## config.mk

```make
export PLATFORM = sky130hd
export DESIGN_NAME = mac_sequencer
export DESIGN_NICKNAME = d
export VERILOG_FILES = /design/src/rtl/mac_sequencer.sv
export SDC_FILE = /design/constraint.sdc
export NUM_CORES = 1
export LEC_CHECK = 0
export CORE_MARGIN = 2
export CORE_UTILIZATION = 40
export CTS_CLUSTER_SIZE = 25
export DETAILED_ROUTE_END_ITERATION = 8
export PLACE_DENSITY = 0.66
export REMOVE_ABC_BUFFERS = 1
export SETUP_SLACK_MARGIN = 0.3
export SYNTH_ARGS = -nofsm -noshare
export SYNTH_HDL_FRONTEND = slang
export SYNTH_SLANG_ARGS = --single-unit
```

## constraint.sdc

```tcl
create_clock -name CLOCK_50 -period 7.1 [get_ports CLOCK_50]
set_input_delay 0.71 -clock CLOCK_50 [delete_from_list [all_inputs] [get_ports CLOCK_50]]
set_output_delay 0.71 -clock CLOCK_50 [all_outputs]
set_load 0.02 [all_outputs]
```

## src/rtl/mac_sequencer.sv

```systemverilog
// Load/run sequencer for the shared RAM/ROM multiply-accumulate datapath.
// Define MAC_SAT_EN to clamp the accumulator on overflow instead of wrapping.
module mac_sequencer #(
   parameter int unsigned ADDR_W = 4,
   parameter int unsigned DATA_W = 4,
   parameter int unsigned ACC_W  = 12,
   parameter int unsigned RD_LAT = 1
) (
   input  logic              CLOCK_50,
   input  logic              rst,
   input  logic              rx_dv,
   input  logic [DATA_W-1:0] rx_data,
   input  logic              start,
   output logic              mem_we,
   output logic [ADDR_W-1:0] mem_waddr,
   output logic [DATA_W-1:0] mem_wdata,
   output logic [ADDR_W-1:0] mem_raddr,
   input  logic [DATA_W-1:0] ram_rdata,
   input  logic [DATA_W-1:0] rom_rdata,
   output logic [ADDR_W-1:0] count_w,
   output logic [ADDR_W-1:0] count_r,
   output logic              load_full,
   output logic              busy,
   output logic              done,
   output logic [ACC_W-1:0]  acc,
   output logic              acc_ovf
);

   localparam int unsigned DEPTH = 2 ** ADDR_W;
   localparam int unsigned DCW = $clog2(RD_LAT) + 1;
   localparam logic [ADDR_W-1:0] LAST_ADDR = ADDR_W'(DEPTH - 1);
   localparam logic [DCW-1:0] DRAIN_LAST = DCW'(RD_LAT - 1);

   typedef enum logic [2:0] {StLoad, StSetup, StRun, StDrain, StDone} state_e;

   state_e              state_q, state_d;
   logic [ADDR_W-1:0]   count_w_q, count_w_d;
   logic                load_full_q, load_full_d;
   logic [ADDR_W-1:0]   count_r_q, count_r_d;
   logic [ACC_W-1:0]    acc_q, acc_d;
   logic                acc_ovf_q, acc_ovf_d;
   logic                we_q, we_d;
   logic [ADDR_W-1:0]   waddr_q, waddr_d;
   logic [DATA_W-1:0]   wdata_q, wdata_d;
   logic [RD_LAT-1:0]   vld_q, vld_d;
   logic [DCW-1:0]      drain_cnt_q, drain_cnt_d;

   logic [2*DATA_W-1:0] prod;
   logic [ACC_W:0]      sum;
   logic                in_flight;

   always_comb begin
      prod = {{DATA_W{1'b0}}, ram_rdata} * {{DATA_W{1'b0}}, rom_rdata};
      sum  = {1'b0, acc_q} + (ACC_W + 1)'(prod);
   end

   assign in_flight = (state_q == StSetup) || (state_q == StRun) || (state_q == StDrain);

   always_comb begin
      state_d     = state_q;
      count_w_d   = count_w_q;
      load_full_d = load_full_q;
      count_r_d   = count_r_q;
      acc_d       = acc_q;
      acc_ovf_d   = acc_ovf_q;
      we_d        = 1'b0;
      waddr_d     = waddr_q;
      wdata_d     = wdata_q;
      drain_cnt_d = '0;
      // Read-valid pipeline: bit RD_LAT-1 marks the cycle rdata of an issued address arrives.
      vld_d       = (vld_q << 1) | RD_LAT'(state_q == StRun);

      if (vld_q[RD_LAT-1]) begin
         if (sum[ACC_W]) begin
            acc_ovf_d = 1'b1;
`ifdef MAC_SAT_EN
            acc_d = '1;
`else
            acc_d = sum[ACC_W-1:0];
`endif
         end else begin
            acc_d = sum[ACC_W-1:0];
         end
      end

      unique case (state_q)
         StLoad: begin
            if (rx_dv && !load_full_q) begin
               we_d    = 1'b1;
               waddr_d = count_w_q;
               wdata_d = rx_data;
               if (count_w_q == LAST_ADDR) begin
                  load_full_d = 1'b1;
               end else begin
                  count_w_d = count_w_q + 1'b1;
               end
            end
            if (start) begin
               state_d   = StSetup;
               acc_d     = '0;
               acc_ovf_d = 1'b0;
               count_r_d = '0;
            end
         end
         StSetup: state_d = StRun;
         StRun: begin
            if (count_r_q == LAST_ADDR) begin
               state_d = StDrain;
            end else begin
               count_r_d = count_r_q + 1'b1;
            end
         end
         StDrain: begin
            drain_cnt_d = drain_cnt_q + 1'b1;
            if (drain_cnt_q == DRAIN_LAST) begin
               state_d = StDone;
            end
         end
         StDone: begin
            if (!start) begin
               state_d     = StLoad;
               count_w_d   = '0;
               load_full_d = 1'b0;
            end
         end
         default: state_d = StLoad;
      endcase

      // Dropping start mid-computation abandons the result.
      if (in_flight && !start) begin
         state_d   = StLoad;
         acc_d     = '0;
         acc_ovf_d = 1'b0;
         vld_d     = '0;
      end
   end

   always_ff @(posedge CLOCK_50) begin
      if (rst) begin
         state_q     <= StLoad;
         count_w_q   <= '0;
         load_full_q <= 1'b0;
         count_r_q   <= '0;
         acc_q       <= '0;
         acc_ovf_q   <= 1'b0;
         we_q        <= 1'b0;
         waddr_q     <= '0;
         wdata_q     <= '0;
         vld_q       <= '0;
         drain_cnt_q <= '0;
      end else begin
         state_q     <= state_d;
         count_w_q   <= count_w_d;
         load_full_q <= load_full_d;
         count_r_q   <= count_r_d;
         acc_q       <= acc_d;
         acc_ovf_q   <= acc_ovf_d;
         we_q        <= we_d;
         waddr_q     <= waddr_d;
         wdata_q     <= wdata_d;
         vld_q       <= vld_d;
         drain_cnt_q <= drain_cnt_d;
      end
   end

   assign mem_we    = we_q;
   assign mem_waddr = waddr_q;
   assign mem_wdata = wdata_q;
   assign mem_raddr = (state_q == StRun) ? count_r_q : '0;
   assign count_w   = count_w_q;
   assign count_r   = count_r_q;
   assign load_full = load_full_q;
   assign busy      = in_flight;
   assign done      = (state_q == StDone);
   assign acc       = acc_q;
   assign acc_ovf   = acc_ovf_q;

endmodule

```

# Word-level counts from Yosys, hierarchy flattened
# Cells that the tools add are included.
[word_totals]
regBits = 36
inputBits = 16
out_inout_bits = 37
wordCells = 74
[op_classes]
n_addsub = 4
mul = 1
eq_ne = 14
muxes = 25
bitwise_logic = 2
n_reduce_logical = 17
[ops]
columns = ["op", "n"]
rows = [
  ["two-way mux 12 bit", 3],
  ["two-way mux 4 bit", 6],
  ["one-hot mux 4 bit (2 select lines)", 2],
  ["one-hot mux 3 bit (5 select lines)", 1],
  ["inequality test 2 bit (second input constant)", 7],
  ["adder 12 x 8 -> 13 bit", 1],
  ["two-way mux 3 bit", 4],
  ["AND reduction 4 bit", 3],
  ["adder 4 x 1 -> 4 bit (second input constant)", 2],
  ["== test 4 bit (second input constant)", 2],
  ["multiplier 4 x 4 -> 8 bit", 1],
  ["two-way mux 1 bit", 8],
  ["== test 3 x 2 -> 1 bit (second input constant)", 2],
  ["OR reduction 2 bit", 3],
  ["nonzero test 2 bit", 2],
  ["== test 3 x 1 -> 1 bit (second input constant)", 1],
  ["== test 3 bit (second input constant)", 1],
  ["zero test 3 bit", 1],
  ["AND reduction 3 bit", 1],
  ["logical AND 1 bit", 2],
  ["zero test 1 bit", 2],
  ["logical OR 1 bit", 2],
  ["inequality test 2 x 1 -> 1 bit (second input constant)", 1],
  ["inverter 1 bit", 2],
  ["other kinds (3)", 3],
]

# Longest topological paths before layout
# Gate-level depths: netlist of run 1.
[logic_depth]
ltp_word = 6
ltp_mapped = 13
depth_no_buf = 13

# Worst setup path after synthesis of run 1
# OpenSTA, ideal clock, no wires.
[synth_timing]
path_kind = "input port to flip-flop"
from = "input port ram_rdata[0]"
to = "register acc_ovf_q, in the netlist acc_ovf"
setup_ns = 0.122
arrival_ns = 3.525
t_required_ns = 6.978
setup_slack_ns = 3.453
path_stages = 11
n_path_buf = 0
cell_sequence = "nand2_1 fa_1 fa_1 fa_1 inv_1 ha_1 o211ai_1 o21ai_0 a31o_2 a211oi_1 nor3_1"
[synth_via]
elab_chain_len = 6
[synth_rtl]
columns = ["item", "line", "source"]
rows = [
  ["start, declared", "18", "input logic [DATA_W-1:0] ram_rdata,"],
  ["multiplier 4 x 4 -> 8 bit *", "53", "prod = {{DATA_W{1'b0}}, ram_rdata} * {{DATA_W{1'b0}}, rom_rdata};"],
  ["adder 12 x 8 -> 13 bit *", "54", "sum = {1'b0, acc_q} + (ACC_W + 1)'(prod);"],
  ["two-way mux 1 bit *", "74", "if (sum[ACC_W]) begin"],
  ["two-way mux 1 bit *", "73", "if (vld_q[RD_LAT-1]) begin"],
  ["two-way mux 1 bit", "98", "if (start) begin"],
  ["two-way mux 1 bit *", "86", "unique case (state_q)"],
  ["end signal, assigned", "157", "acc_ovf_q <= acc_ovf_d;"],
  ["end, declared", "41", "logic acc_ovf_q, acc_ovf_d;"],
]
# Every way passes the cells marked *; elsewhere a longest branch is shown, timed or not.
# A chain may end at the register's enable or synchronous reset.

# Worst setup path after layout of run 1
# Ends and elaborated chain as after synthesis.

==> results.md, run 1 <==
- Kind of end point of the critical path: flip-flop
- Num CTS Buffers: 5
- Resized Gates After CTS: 0
- # clock sinks: 36
- # fillers: 541
- Setup TNS: 0 ns
- CTS max path bufs: 2
- Pre-antenna DRT Iters: 4
- Non-filler cells, final: 385
- Beginning of the critical path: ram_rdata[0]
- Via-per-instance ratio: 4.97
- # setup viols final: 0
- Register area share after synthesis: 31.4%
- RSZ-0062 raised after global routing: false
- DR DRC count: 0
- Final-report hold violation count: 0
- Mapped Area: 2300 um2
- Maxcap violations: 0
- CTS tree: built
- Distinct cells, synth: 44
- Area grow syn2layout: 29.4%
- DR WL/cell: 12.5 um
- All-layer global routing usage: 16.2%
- Inst Count DP: 377
- Site row count: 27
- Pwr dens: 157 nW/um2
- Core area: 5540 um2
- Reg clk slew, reported paths: 0.08 ns
- Final min period: 4.06 ns
- CTS root buf: clkbuf_8
- Tcrit/Tclk final: 57.2%
- IO Count: 53
- Worst Path Arrival: 4.23 ns
- Via count of the first global-routing pass: 1848
- Max-slew violation count: 0
- Proportion of layout cells with a drive suffix above 1: 6.07%
- Worst-path maximum fanout: 4
- #FFs+latches synth: 36
- CP Launch Type: input pin
- GPL Wtd Cong: 0.796
- Leading cell type in the layout, fill and taps excluded: clkdlybuf4s50_1
- Die height: 79.8 um
- Global-route wire length before repair: 8300 um
- Status: finished clean
- Max VDD drop: 89.5 uV
- PortBufs: 52
- Starting DRT DRC Count: 52
- P_leak: 1.23 nW
- Avg Cell Area, Syn: 8.86 um2
- Dpl hpwl: 3680 um
- CP required: 7.27 ns
- Final WL: 4830 um
- Hold buffers post-CTS: 0
- Die Area: 6360 um2
- Max Clk Rate: 246 MHz
- Tightest Hold Check Type: reg2reg
- CP Class: in2reg
- DRT antenna net count: 0
- Critical Path End: acc_ovf$_SDFF_PP0_
- Clk Latency, worst-skew pair: 0.29 ns
- Clock Skew: 0.00772 ns
- Initial Util: 41.4%
- Worst reg2reg path startpoint: acc[2]$_SDFF_PP0_
- H-Tree Depth: 2
- Slew @ Worst Pin: 0.719 ns
- DIE WIDTH: 79.8 um
- Yosys warning count: 0
- Most frequent cells in the layout: clkdlybuf4s50_1, dfxtp_1, nor2_1
- Vias after detailed routing: 1912
- GRT overflow: 0
- Nets@finish: 357
- Flop-to-flop setup slack: 4.53 ns
- Reg2Reg Depth: 9
- Cells after synthesis: 259
- Setup Fix Bufs, Post-CTS: 0
- Slew margin rel.: 51.9%
- Initial antenna violation count: 0
- Largest net degree at the start of global routing: 21
- Place WS: 2.77 ns
- Power, Total: 0.467 mW
- Antenna Cells: 0
- Min setup slack post-route: 3.04 ns
- Reg2Reg Capture Point: acc_ovf$_SDFF_PP0_
synth_stat cells:
cell type	count	share of area, %
inv_1	31	5.1
buf_2	1	0.22
nor2_1	35	5.7
o211ai_1	3	0.98
nand2b_1	4	1.1
mux2i_1	18	7.8
nor4b_1	1	0.38
a211oi_1	4	1.3
xor2_1	5	1.9
a21o_1	2	0.65
nor3b_1	3	0.98
nor3_1	6	1.3
o21ba_2	1	0.44
a2bb2oi_1	1	0.38
o21a_1	1	0.33
o22ai_1	1	0.27
or2_2	3	0.82
and2_1	17	4.6
nor2b_1	1	0.27
clkbuf_2	1	0.22
nand2_2	1	0.27
nand3b_1	1	0.33
clkbuf_1	2	0.33
nor2_4	1	0.49
a211o_2	1	0.44
dfxtp_1	36	31
or3b_4	1	0.49
a2111oi_0	1	0.38
nand4_1	1	0.27
o2111ai_1	1	0.38
a31o_2	1	0.38
buf_4	2	0.65
nand4b_1	1	0.38
ha_1	20	11
a21oi_1	10	2.2
fa_1	9	7.8
o21ai_0	5	1.1
xnor2_1	5	1.9
nand2_1	14	2.3
o31a_1	1	0.38
a31oi_1	1	0.27
nand3_1	3	0.65
a31oi_4	1	0.93
a211oi_2	1	0.54
sequential cells by signal, summed over array words and instances (netlist names), 3 cells and up:
name and flops:
acc 12, count_r 4, count_w 4, mem_waddr 4, mem_wdata 4, state_q 3
how the worst min path moves through the flow:
| stage | start | to | slack [ns] | depth (start not counted) |
|---|---|---|---|---|
| after floorplan | drain_cnt_q$_SDFF_PP0_ | state_q[0]$_SDFFE_PP0P_ | 0.46 | 2 |
| after global routing | drain_cnt_q$_SDFF_PP0_ | state_q[0]$_SDFFE_PP0P_ | 0.54 | 2 |
| final | mem_wdata[2]$_SDFFE_PP0P_ | mem_wdata[2]$_SDFFE_PP0P_ | 0.50 | 2 |
| after detailed placement | mem_wdata[0]$_SDFFE_PP0P_ | mem_wdata[0]$_SDFFE_PP0P_ | 0.49 | 2 |
| after global placement | drain_cnt_q$_SDFF_PP0_ | state_q[0]$_SDFFE_PP0P_ | 0.48 | 2 |
| after CTS | drain_cnt_q$_SDFF_PP0_ | state_q[0]$_SDFFE_PP0P_ | 0.51 | 2 |
stage by stage:
stage / util, % / hold WS [ns] / cell area (um2)
6_report: 53.6 / 0.500 / 2970
4_1_cts: 53.6 / 0.506 / 2970
2_1_floorplan: - / 0.461 / 2260
3_5_place_dp: 51.9 / 0.487 / 2870
5_1_grt: 53.6 / 0.542 / 2970
3_3_place_gp: 51.9 / 0.477 / 2870
layer usage:
| metal | share of wire (%) | GRT usage (%) |
|---|---|---|
| met5 | 0 | 0 |
| met4 | 0.77 | 5.08 |
| met2 | 47 | 25.0 |
| met3 | 6.6 | 5.54 |
| met1 | 46 | 21.4 |
cell type report:
cell class / instances / area [um2] / share of cell area [%]
timing repair buffer: 52 / 520 / 17.5
multi-input combinational: 186 / 1430 / 48.0
clock inverter: 2 / 13.8 / 0.463
tap: 72 / 90.1 / 3.03
inverter: 31 / 116 / 3.92
sequential: 36 / 721 / 24.3
clock buffer: 6 / 82.6 / 2.78
where the power goes:
part | total [mW] | internal (mW) | switching (mW)
clock | 0.160 | 0.0794 | 0.0804
sequential | 0.211 | 0.206 | 0.00494
combinational | 0.0961 | 0.0460 | 0.0501
total | 0.467 | 0.332 | 0.135
critical path, cell delays in order:
cell	delay [ns]
clkdlybuf4s50_1	0.51
nand2_1	0.09
fa_1	0.50
fa_1	0.51
fa_1	0.51
inv_1	0.04
ha_1	0.34
o211ai_1	0.19
o21ai_0	0.19
a31o_2	0.32
a211oi_1	0.23
nor3_1	0.07
cells by family after synthesis:
logic type	count (synthesis)	synth area share, %
mux	18	7.85
simple gates	93	20.4
buf+inv	37	6.48
xor+xnor	10	3.81
compound gates	36	11.3
fa+ha+maj	29	18.7
flops	36	31.4
No activity file was read; power rests on OpenSTA's default activity.
==> inputs of run 2 (changes only) <==
Clock period 7.1 ns to 4 ns, I/O delays scaled along.
==> results.md, run 2 (same netlist as run 1, synthesis figures left out) <==
- Status: finished clean (unchanged)
- DRT antenna net count: 0 (unchanged)
- # clock sinks: 36 (unchanged)
- Max Clk Rate: 282 MHz
- Nets@finish: 361 (was 357)
- PortBufs: 52 (unchanged)
- Max-slew violation count: 0 (unchanged)
- CP required: 4.18 ns (was 7.27 ns)
- Core area: 5540 um2 (unchanged)
- P_leak: 1.28 nW (was 1.23 nW)
- CP cell instances: clkdlybuf4s50_1, nand2_1, fa_1, fa_1, fa_1, inv_1, ha_4, nor2b_1, o31a_1, o211ai_1, xor2_1, nor2_1 (was clkdlybuf4s50_1, nand2_1, fa_1, fa_1, fa_1, inv_1, ha_1, o211ai_1, o21ai_0, a31o_2, a211oi_1, nor3_1)
- Tightest Hold Check Type: reg2reg (unchanged)
- RSZ-0062 raised after global routing: false (unchanged)
- Pre-antenna DRT Iters: 4 (unchanged)
- Setup TNS: 0 ns (unchanged)
- Starting DRT DRC Count: 39 (was 52)
- DR DRC count: 0 (unchanged)
- Global-route wire length before repair: 8270 um (was 8300 um)
- Worst Path Arrival: 3.72 ns (was 4.23 ns)
- Pwr dens: 287 nW/um2 (was 157 nW/um2)
- Final WL: 4870 um (was 4830 um)
- Fin area: 3050 um2 (was 2970 um2)
- CP Launch Type: input pin (unchanged)
- CTS tree: built (unchanged)
- GPL Wtd Cong: 0.822 (was 0.796)
- CP peak stage delay: 0.52 ns (was 0.51 ns)
- Slew margin rel.: 51.3% (was 51.9%)
- CP Class: in2reg (unchanged)
- Crit path buffers/inverters: 2 (unchanged)
- Clock Skew: 0.00740 ns (was 0.00772 ns)
- Clk Latency, worst-skew pair: 0.29 ns (about the same)
- Proportion of layout cells with a drive suffix above 1: 8.20% (was 6.07%)
- Num CTS Buffers: 5 (unchanged)
- Initial antenna violation count: 0 (unchanged)
- Area grow syn2layout: 32.6% (was 29.4%)
- DP Area: 2900 um2 (was 2870 um2)
- Final-report hold violation count: 0 (unchanged)
- Largest register FFs: 12 (unchanged)
- Kind of end point of the critical path: flip-flop (unchanged)
- DR WL/cell: 12.5 um (about the same)
- Via-per-instance ratio: 4.98 (was 4.97)
- Hold buffers post-CTS: 0 (unchanged)
- CTS max path bufs: 2 (unchanged)
- Largest net degree at the start of global routing: 21 (unchanged)
- Most frequent CP cell: fa_1 (unchanged)
- Final min period: 3.54 ns
- Worst-path maximum fanout: 4 (unchanged)
- Flop-to-flop setup slack: 1.54 ns (was 4.53 ns)
- IO Count: 53 (unchanged)
- Slew @ Worst Pin: 0.728 ns (was 0.719 ns)
- Die height: 79.8 um (unchanged)
- Reg clk slew, reported paths: 0.08 ns (about the same)
- Maxcap violations: 0 (unchanged)
- DIE WIDTH: 79.8 um (unchanged)
- Leading cell type in the layout, fill and taps excluded: clkdlybuf4s50_1 (unchanged)
- Crit path max-delay family: adder cells (unchanged)
- Antenna Cells: 0 (unchanged)
- Site row count: 27 (unchanged)
- Dpl hpwl: 3620 um (was 3680 um)
- Max VDD drop: 228 uV (was 89.5 uV)
- Most frequent cells in the layout: clkdlybuf4s50_1, dfxtp_1, nor2_1 (unchanged)
- Vias after detailed routing: 1937 (was 1912)
- CTS root buf: clkbuf_8 (unchanged)
- GRT overflow: 0 (unchanged)
- H-Tree Depth: 2 (unchanged)
- Die Area: 6360 um2 (unchanged)
- Tcrit/Tclk final: 88.6%
- Via count of the first global-routing pass: 1898 (was 1848)
- Initial Util: 41.4% (unchanged)
- Highest-delay cell along the critical path: fa_1 (was clkdlybuf4s50_1)
- # setup viols final: 0 (unchanged)
- All-layer global routing usage: 16.1% (was 16.2%)
## run 2: power breakdown
part           internal (mW)  total (mW)  switching [mW]
Clock                  0.185       0.324           0.140
Sequential             0.366       0.375         0.00878
Combinational         0.0863       0.176          0.0900
Total                  0.637       0.875           0.239
## run 2: repair_timing
| item | 4_1_cts | 5_1_grt |
|---|---|---|
| buffers inserted | 0 | 1 |
| setup endpoints to repair | 0 | 7 |
| hold endpoints to repair | 0 | 0 |
| gates resized for setup | 0 | 5 |
## run 2: final timing paths
| check | from | end | cells after the start |
|---|---|---|---|
| worst max register to register | acc[2]$_SDFF_PP0_ | acc_ovf$_SDFF_PP0_ | 9 |
| worst max-delay path | ram_rdata[1] | acc[9]$_SDFF_PP0_ | 12 |
| worst min-delay path | mem_wdata[2]$_SDFFE_PP0P_ | mem_wdata[2]$_SDFFE_PP0P_ | 2 |
| worst min register to register | mem_wdata[2]$_SDFFE_PP0P_ | mem_wdata[2]$_SDFFE_PP0P_ | 2 |
## run 2: final cells by class
cell class | instances | area (um2)
fillers | 523 | 2490
clock inverters | 3 | 42.5
clock buffers | 5 | 68.8
well taps | 72 | 90.1
flip-flops and latches | 36 | 721
multi-input cells | 186 | 1450
repair buffers | 56 | 556
inverters | 31 | 116
## run 2: through the flow
step           power (mW)  std cells  hold slack, ns  setup slack, ns  utilization [%]
3_3_place_gp        0.553        380           0.476           0.0886             52.3
6_report            0.875        389           0.500            0.455             55.0
5_1_grt             0.925        389           0.525            0.299             55.0
3_5_place_dp        0.555        380           0.487           0.0200             52.3
2_1_floorplan       0.495        253           0.461            0.659                -
4_1_cts             0.880        388           0.508            0.323             54.3
## run 2: routing by layer
layer	wire, um	up-vias	global-route usage, %
met5	0	-	0
met4	53	0	3.56
met3	268	6	4.98
met2	2250	38	26.1
met1	2300	912	21.2
li1	-	981	-
## run 2: worst register-to-register path, stage by stage, from the launching register on
cell,delay [ns]
dfxtp_1,0.35
inv_1,0.07
fa_1,0.59
inv_1,0.06
ha_1,0.30
a211oi_1,0.23
o21ai_0,0.16
a31o_2,0.29
a211oi_1,0.23
nor3_1,0.07
==> inputs of run 3 (changes only) <==
Settings changed: CORE_UTILIZATION 40 to 50, PLACE_DENSITY 0.66 to 0.8, RECOVER_POWER set to 25.
==> results.md, run 3 (same netlist as run 1, synthesis figures left out) <==
- Status: finished clean (unchanged)
- DIE WIDTH: 71.8 um (was 79.8 um)
- IO Count: 53 (unchanged)
- CTS tree: built (unchanged)
- Final min period: 3.55 ns (was 3.54 ns)
- Tcrit/Tclk final: 88.6% (about the same)
- DP Area: 2870 um2 (was 2900 um2)
- Antenna Cells: 0 (unchanged)
- DRT antenna net count: 0 (unchanged)
- GRT overflow: 0 (unchanged)
- Slew margin rel.: 53.3% (was 51.3%)
- Tightest Hold Check Type: reg2reg (unchanged)
- Fin area: 2970 um2 (was 3050 um2)
- All-layer global routing usage: 18.3% (was 16.1%)
- Max VDD drop: 187 uV (was 228 uV)
- Num CTS Buffers: 5 (unchanged)
- CP Launch Type: input pin (unchanged)
- Final WL: 4510 um (was 4870 um)
- Max Clk Rate: 282 MHz (about the same)
- Pwr dens: 268 nW/um2 (was 287 nW/um2)
- Clk Latency, worst-skew pair: 0.28 ns (was 0.29 ns)
- Via count of the first global-routing pass: 1829 (was 1898)
- Flop-to-flop setup slack: 1.53 ns (was 1.54 ns)
- # setup viols final: 0 (unchanged)
- Kind of end point of the critical path: flip-flop (unchanged)
- Global-route wire length before repair: 7660 um (was 8270 um)
- CTS root buf: clkbuf_8 (unchanged)
- Gr busiest metal: met2 (unchanged)
- Die height: 71.8 um (was 79.8 um)
- M2 GR Usage: 30.7% (was 26.1%)
- Worst Path Arrival: 3.71 ns (was 3.72 ns)
- Initial antenna violation count: 0 (unchanged)
- Leading cell type in the layout, fill and taps excluded: clkdlybuf4s50_1 (unchanged)
- # fillers: 350 (was 523)
- Maxcap violations: 0 (unchanged)
- Die Area: 5150 um2 (was 6360 um2)
- Final-report hold violation count: 0 (unchanged)
- Most frequent cells in the layout: clkdlybuf4s50_1, nor2_1, dfxtp_1 (was clkdlybuf4s50_1, dfxtp_1, nor2_1)
- Largest register FFs: 12 (unchanged)
- Nets@finish: 360 (was 361)
- Hold Slack: 0.492 ns (was 0.500 ns)
- DR WL/cell: 12.3 um (was 12.5 um)
- Worst-path maximum fanout: 4 (unchanged)
- Reg area: 721 um2 (unchanged)
- CP Class: in2reg (unchanged)
- GRT met3 Usage: 5.77% (was 4.98%)
- PortBufs: 52 (unchanged)
- GPL Wtd Cong: 0.834 (was 0.822)
- Largest net degree at the start of global routing: 21 (unchanged)
- Initial Util: 52.4% (was 41.4%)
- Vias after detailed routing: 1891 (was 1937)
- Hold buffers post-CTS: 0 (unchanged)
- Multi-input logic area: 1430 um2 (was 1450 um2)
- Setup Fix Bufs, Post-CTS: 0 (unchanged)
- CTS max path bufs: 2 (unchanged)
- Most frequent CP cell: fa_1 (unchanged)
- DR DRC count: 0 (unchanged)
- H-Tree Depth: 2 (unchanged)
- Starting DRT DRC Count: 65 (was 39)
- Highest-delay cell along the critical path: fa_1 (unchanged)
- Clock Skew: 0.00232 ns (was 0.00740 ns)
- Slew @ Worst Pin: 0.698 ns (was 0.728 ns)
- Max-slew violation count: 0 (unchanged)
- Pre-antenna DRT Iters: 4 (unchanged)
- Via-per-instance ratio: 5.15 (was 4.98)
- Power, Total: 0.796 mW (was 0.875 mW)
- CP peak stage delay: 0.52 ns (about the same)
- RSZ-0062 raised after global routing: false (unchanged)
- Reg clk slew, reported paths: 0.07 ns (was 0.08 ns)
- Site row count: 24 (was 27)
- P_leak: 1.29 nW (was 1.28 nW)
- # clock sinks: 36 (unchanged)
- Met1 usage: 23.6% (was 21.2%)
- CP cell instances: clkdlybuf4s50_1, nand2_1, fa_1, fa_1, fa_1, inv_1, ha_4, nor2b_1, o31a_1, o22ai_2, mux2i_1, o21ai_0 (was clkdlybuf4s50_1, nand2_1, fa_1, fa_1, fa_1, inv_1, ha_4, nor2b_1, o31a_1, o211ai_1, xor2_1, nor2_1)
- CP required: 4.16 ns (was 4.18 ns)
- Proportion of layout cells with a drive suffix above 1: 7.30% (was 8.20%)
- Dpl hpwl: 3520 um (was 3620 um)
- Area grow syn2layout: 29.2% (was 32.6%)
- Setup TNS: 0 ns (unchanged)
- Core area: 4380 um2 (was 5540 um2)
- Layout Utilization: 67.6% (was 55.0%)
- Resized Gates After CTS: 0 (unchanged)
run 3: worst paths after layout:
kind / from / end / depth (start not counted)
worst max-delay path: rom_rdata[2] / acc[7]$_SDFF_PP0_ / 12
worst min-delay path: drain_cnt_q$_SDFF_PP0_ / state_q[0]$_SDFFE_PP0P_ / 2
worst max register to register: acc[2]$_SDFF_PP0_ / acc_ovf$_SDFF_PP0_ / 9
worst min register to register: drain_cnt_q$_SDFF_PP0_ / state_q[0]$_SDFFE_PP0P_ / 2
run 3: report_power, final:
group	switching [mW]	leakage, nW	internal, mW
sequential	0.00824	0.292	0.366
clock	0.128	0.0400	0.118
combinational	0.0911	0.958	0.0843
run 3: critical path, delay by kind of cell:
family / cells / cell delay, ns
buffers and inverters: 2 / 0.58
muxes: 1 / 0.18
AOI/OAI and AO/OA: 3 / 0.58
adders and majority gates: 4 / 1.72
and+or+nand+nor: 2 / 0.23
run 3: stage by stage:
stage,worst slack [ns],cells
floorplan,0.659,253
global placement,0.104,360
detailed placement,0.0383,360
CTS,0.326,367
global route,0.315,367
finish,0.455,367
run 3: final cells by class:
type                       count  area share (%)
inverter                      31            3.92
clock buffer                   5            2.32
clock inverter                 2           0.422
multi-input combinational    186            48.3
tap                           52            2.19
sequential                    36            24.3
timing repair buffer          55            18.6
run 3: metal layers:
layer	part of all wire, %	vias to the layer above
li1	-	972
met1	46	872
met2	48	44
met3	5.7	3
met4	0.22	0
met5	0	-
